[src/rtl/top_linear_inverse_pipe.sv]
// AES inverse affine transform on every byte of a NUM_BYTES-wide word, behind a 2-deep
// valid/ready skid stage. Optional transfer counter enabled by TOP_LINEAR_INV_XFER_CNT_EN.
module top_linear_inverse_pipe #(
   parameter int unsigned NUM_BYTES = 4
) (
   input  logic                   clk,
   input  logic                   reset_n,
   input  logic                   in_valid,
   output logic                   in_ready,
   input  logic [8*NUM_BYTES-1:0] in_data,
   output logic                   out_valid,
   input  logic                   out_ready,
   output logic [8*NUM_BYTES-1:0] out_data
`ifdef TOP_LINEAR_INV_XFER_CNT_EN
   ,
   output logic [31:0]            xfer_cnt,
   output logic [0:0]             overflow_flag
`endif
);

   localparam int unsigned W = 8 * NUM_BYTES;

   typedef enum logic [1:0] {StEmpty, StOne, StFull} state_e;

   state_e         state_q, state_d;
   logic [W-1:0]   oreg_q, oreg_d;
   logic [W-1:0]   sreg_q, sreg_d;
   logic           out_valid_q, out_valid_d;
   logic           in_ready_q, in_ready_d;
   logic [W-1:0]   xf_data;
   logic           in_xfer, out_xfer;

   function automatic logic [7:0] inv_affine(input logic [7:0] x);
      logic [7:0] b;
      for (int i = 0; i < 8; i++) begin
         b[i] = x[(i + 2) % 8] ^ x[(i + 5) % 8] ^ x[(i + 7) % 8];
      end
      return b ^ 8'h05;
   endfunction

   always_comb begin
      xf_data = '0;
      for (int k = 0; k < int'(NUM_BYTES); k++) begin
         xf_data[8*k +: 8] = inv_affine(in_data[8*k +: 8]);
      end
   end

   assign in_xfer  = in_valid && in_ready_q;
   assign out_xfer = out_valid_q && out_ready;

   always_comb begin
      state_d = state_q;
      oreg_d  = oreg_q;
      sreg_d  = sreg_q;
      unique case (state_q)
         StEmpty: begin
            if (in_xfer) begin
               state_d = StOne;
               oreg_d  = xf_data;
            end
         end
         StOne: begin
            if (in_xfer && out_xfer) begin
               oreg_d = xf_data;
            end else if (in_xfer) begin
               state_d = StFull;
               sreg_d  = xf_data;
            end else if (out_xfer) begin
               state_d = StEmpty;
            end
         end
         StFull: begin
            if (out_xfer) begin
               state_d = StOne;
               oreg_d  = sreg_q;
            end
         end
         default: state_d = StEmpty;
      endcase
      // Flags follow the next state so they are pure flop outputs.
      out_valid_d = (state_d != StEmpty);
      in_ready_d  = (state_d != StFull);
   end

   always_ff @(posedge clk or negedge reset_n) begin
      if (!reset_n) begin
         state_q     <= StEmpty;
         oreg_q      <= '0;
         sreg_q      <= '0;
         out_valid_q <= 1'b0;
         in_ready_q  <= 1'b0;
      end else begin
         state_q     <= state_d;
         oreg_q      <= oreg_d;
         sreg_q      <= sreg_d;
         out_valid_q <= out_valid_d;
         in_ready_q  <= in_ready_d;
      end
   end

   assign in_ready  = in_ready_q;
   assign out_valid = out_valid_q;
   assign out_data  = oreg_q;

`ifdef TOP_LINEAR_INV_XFER_CNT_EN
   logic [31:0] xfer_cnt_q, xfer_cnt_d;
   logic        overflow_q, overflow_d;

   always_comb begin
      xfer_cnt_d = xfer_cnt_q;
      overflow_d = overflow_q;
      if (out_xfer) begin
         xfer_cnt_d = xfer_cnt_q + 32'd1;
         if (xfer_cnt_q == 32'hFFFF_FFFF) begin
            overflow_d = 1'b1;
         end
      end
   end

   always_ff @(posedge clk or negedge reset_n) begin
      if (!reset_n) begin
         xfer_cnt_q <= '0;
         overflow_q <= 1'b0;
      end else begin
         xfer_cnt_q <= xfer_cnt_d;
         overflow_q <= overflow_d;
      end
   end

   assign xfer_cnt      = xfer_cnt_q;
   assign overflow_flag = overflow_q;
`endif

endmodule

[config.mk]
export PLATFORM = sky130hd
export DESIGN_NAME = top_linear_inverse_pipe
export DESIGN_NICKNAME = d
export VERILOG_FILES = /design/src/rtl/top_linear_inverse_pipe.sv
export SDC_FILE = /design/constraint.sdc
export NUM_CORES = 1
export LEC_CHECK = 0
export ABC_AREA = 0
export CAP_MARGIN = 20
export CORE_MARGIN = 3
export CORE_UTILIZATION = 40
export CTS_CLUSTER_SIZE = 14
export DETAILED_ROUTE_END_ITERATION = 10
export GPL_ROUTABILITY_DRIVEN = 0
export PLACE_DENSITY = 0.67
export SLEW_MARGIN = 20
export SYNTH_ARGS = -nofsm -noshare
export SYNTH_HDL_FRONTEND = slang
export SYNTH_SLANG_ARGS = --single-unit
[constraint.sdc]
create_clock -name clk -period 1.7 [get_ports clk]
set_input_delay 0.255 -clock clk [delete_from_list [all_inputs] [get_ports clk]]
set_output_delay 0.255 -clock clk [all_outputs]
set_load 0.005 [all_outputs]
==> key figures <==
Logic synthesis
  – Post-Syn Nets: 294
  – Most common cell in the netlist: mux2_2
  – Post-synth EDFFs: 0
  – Top-area cell type share of the netlist area: 0.506
  – Biggest area consumer among synthesized cells: dfrtp_1
  – Ranking of synthesized cells by area: dfrtp_1 (51%), mux2_2 (24%), xnor2_1 (13%), mux2_1 (3.0%), nand2_1 (1.5%)
  – Post-synthesis cell area: 0.00336 sq mm
  – Yosys warns: 0
  – Sequential fraction of the synthesis area: 0.506
  – Mapped Cells: 258
  – Syn avg cell area: 13.0 sq um
  – Synth top cells by count: mux2_2 (71), dfrtp_1 (68), xnor2_1 (49)
  – Async set-reset flop share out of synthesis: 1.00
  – Top_reg_cell synth: dfrtp_1
  – Synthesized flop and latch total: 68
  – Count of different cell masters after synthesis: 20

Setup path
  – Setup crit start kind: flip-flop
  – Crit Reg-Reg Endpoint: out_data[0]$_DFFE_PN0P_
  – CP Buf/Inv Count: 2
  – Critical path depth: 6
  – CP top delay family: flip-flops
  – Crit path DAT: 1.87 ns
  – Critical Path Sink Type: flip-flop
  – CP Capture Point: out_data[0]$_DFFE_PN0P_
  – Worst-path cell chain: and3b_2 -> a21oi_4 -> a2bb2oi_4 -> buf_12 -> clkbuf_16 -> mux2_4
  – Reg2reg start: in_ready$_DFF_PN0_
  – Reg2Reg Depth: 6
  – CP startpoint: in_ready$_DFF_PN0_
  – Crit-path slowest cell: dfrtp_1
  – CP Data Required Time: 1.92 ns
  – Largest fanout on the critical path: 8
  – Max incr delay on CP: 0.38 ns
  – Crit path kind: flip-flop to flip-flop
  – R2R setup slack: 0.05 ns

Timing
  – Slew headroom: 0.754
  – Tmin final: 1.65 ns
  – Unrepaired setup endpoints after global routing: no
  – Final setup fails: 0
  – Worst Skew: 0.00536 ns
  – Measured slew at the worst slew-check pin: 0.369 ns
  – Final TNS setup: 0 ns
  – Final count of hold timing violations: 0
  – Max-slew violation count: 0
  – Tcrit/Tclk final: 0.972
  – Fmax: 605 MHz

Layout
  – Final cell count without fillers: 479
  – Area delta synth->final: 43.9%
  – Antenna diodes: 0
  – Layout net count: 409
  – Post-Layout Inst Area: 0.00484 sq mm
  – Layout fillers: 656
  – Multi-input gate area: 0.00162 sq mm
  – Fraction of layout instances using a drive strength above 1: 0.369
  – Sequential cell area: 0.00170 sq mm

Floorplanning
  – Die Span X: 97.7 um
  – Rows: 32
  – Initial Util: 0.424
  – Die footprint: 0.00954 sq mm
  – Ports: 70
  – Die Y-Extent: 97.7 um
  – Core area: 0.00793 sq mm

Placed design
  – I/O Buffers: 69
  – HPWL Detailed: 4700 um
  – Dpl cells: 459
  – Dpl cell area: 0.00451 sq mm

Power
  – Sequential power share: 0.365
  – Psw: 2190 uW
  – Clock share of power: 0.173
  – P_int: 5630 uW
  – Peak VDD IR: 0.702 mV
  – Pwr dens: 1620 mW/mm^2
  – P_leak: 0.00206 uW
  – Comb power frac: 0.461
  – Sw Share: 0.280

GRT
  – Met3 Usage GRT: 0.0345
  – Initial antenna violation count: 0
  – GR Util met2: 0.213
  – Vias in the first global route: 2,262
  – Largest net degree at the start of global routing: 69
  – Total Routing Usage GR: 0.140
  – GRT busiest layer: met2
  – Global route total overflow: 0
  – First-pass GRT wire length: 10,800 um
  – Met1 usage: 0.192

Detailed routing
  – Post-route DRC: 0
  – Overall routed net length: 6710 um
  – DR iter-0 viols: 119
  – Routed vias/inst: 4.80
  – Routed length per instance: 14.0 um
  – Detailed-route via count: 2,300
  – Antenna-violating nets left: 0
  – First-pass DRT Iterations: 4

CTS
  – Clk pin slew, worst setup/hold paths: 0.07 ns
  – # clock sinks: 68
  – Clk buf depth: 2
  – H-tree Lvls: 3
  – Cts bufs inserted: 9
  – CTS tree: done
  – Clock latency on the worst-skew pair: 0.33 ns
  – Clk root buf: clkbuf_8

Status
  – Run status: complete, no violations

Job
  – Max-cap violations: 0

Hold path
  – Worst min path class: input pin to asynchronous set/reset pin
-- how the worst min path moves through the flow --
| stage | endpoint | slack (ns) |
|---|---|---|
| 2_1_floorplan | in_ready$_DFF_PN0_ | -0.04 |
| 3_3_place_gp | sreg_q[20]$_DFFE_PN0P_ | 0.30 |
| 3_5_place_dp | out_data[20]$_DFFE_PN0P_ | 0.31 |
| 4_1_cts | sreg_q[17]$_DFFE_PN0P_ | 0.48 |
| 5_1_grt | sreg_q[20]$_DFFE_PN0P_ | 0.49 |
| 6_report | out_data[20]$_DFFE_PN0P_ | 0.47 |
-- layout make-up --
class,count,share of cell area
clock buffers,14,0.0357
clock inverters,1,0.00621
inverters,2,0.00155
multi-input cells,176,0.335
flip-flops and latches,68,0.352
well taps,102,0.0264
repair buffers,116,0.243
-- through the flow --
| step | total power [uW] | setup WS (ns) | hold slack (ns) | util |
|---|---|---|---|---|
| global placement | 6110 | -0.209 | 0.304 | 0.569 |
| CTS | 7600 | 0.0219 | 0.482 | 0.595 |
| finish | 7830 | 0.0469 | 0.469 | 0.610 |
| detailed placement | 6220 | -0.249 | 0.307 | 0.569 |
| global route | 8330 | 0.0117 | 0.493 | 0.610 |
| floorplan | 4620 | 0.0645 | -0.0406 | - |
-- kinds of logic after synthesis --
kind of cell    share of synthesized area
mux                                 0.268
flops                               0.506
xor+xnor                            0.128
simple gates                       0.0309
compound gates                     0.0421
buf+inv                            0.0253
-- state kept, by name, summed over array words and instances, names as in the netlist --
register	flops
out_valid	1
in_ready	1
out_data	32
state_q	2
sreg_q	32
-- power by group through the flow --
stage          Clock (uW)  Combinational, uW  Sequential [uW]
3_3_place_gp            0               3260             2860
4_1_cts              1390               3340             2860
5_1_grt              1460               3900             2970
6_report             1360               3610             2860
2_1_floorplan           0               1790             2840
3_5_place_dp            0               3330             2890
-- metal layers --
metal  up-vias  part of all wire
met2        57              0.47
met3         7             0.043
met4         0             0.010
met1      1123              0.48
li1       1113                 -
met5         -                 0
-- cell usage in the layout (no fill, tap or decap), drive strengths merged, types with 2 or more instances in the layout --
cell,synthesis,routed
nor2,8,8
buf,11,45
dfrtp,68,68
o21ai,9,9
nand3,2,2
nand2,13,13
mux2,80,80
clkdlybuf4s50,0,68
inv,2,2
a21oi,9,9
clkbuf,1,16
xnor2,49,49
-- tightest hold or removal path: stages --
cell           delay (ns)
dlygate4sd3_1        0.52
buf_2                0.12
buf_12               0.30
-- timing repair --
action,CTS,global route
resized for setup,0,10
endpoints found under the setup margin,0,17
setup buffers,0,2
hold endpoints to repair,68,0
hold buffers,1,0
(Power assumes the default switching activity.)
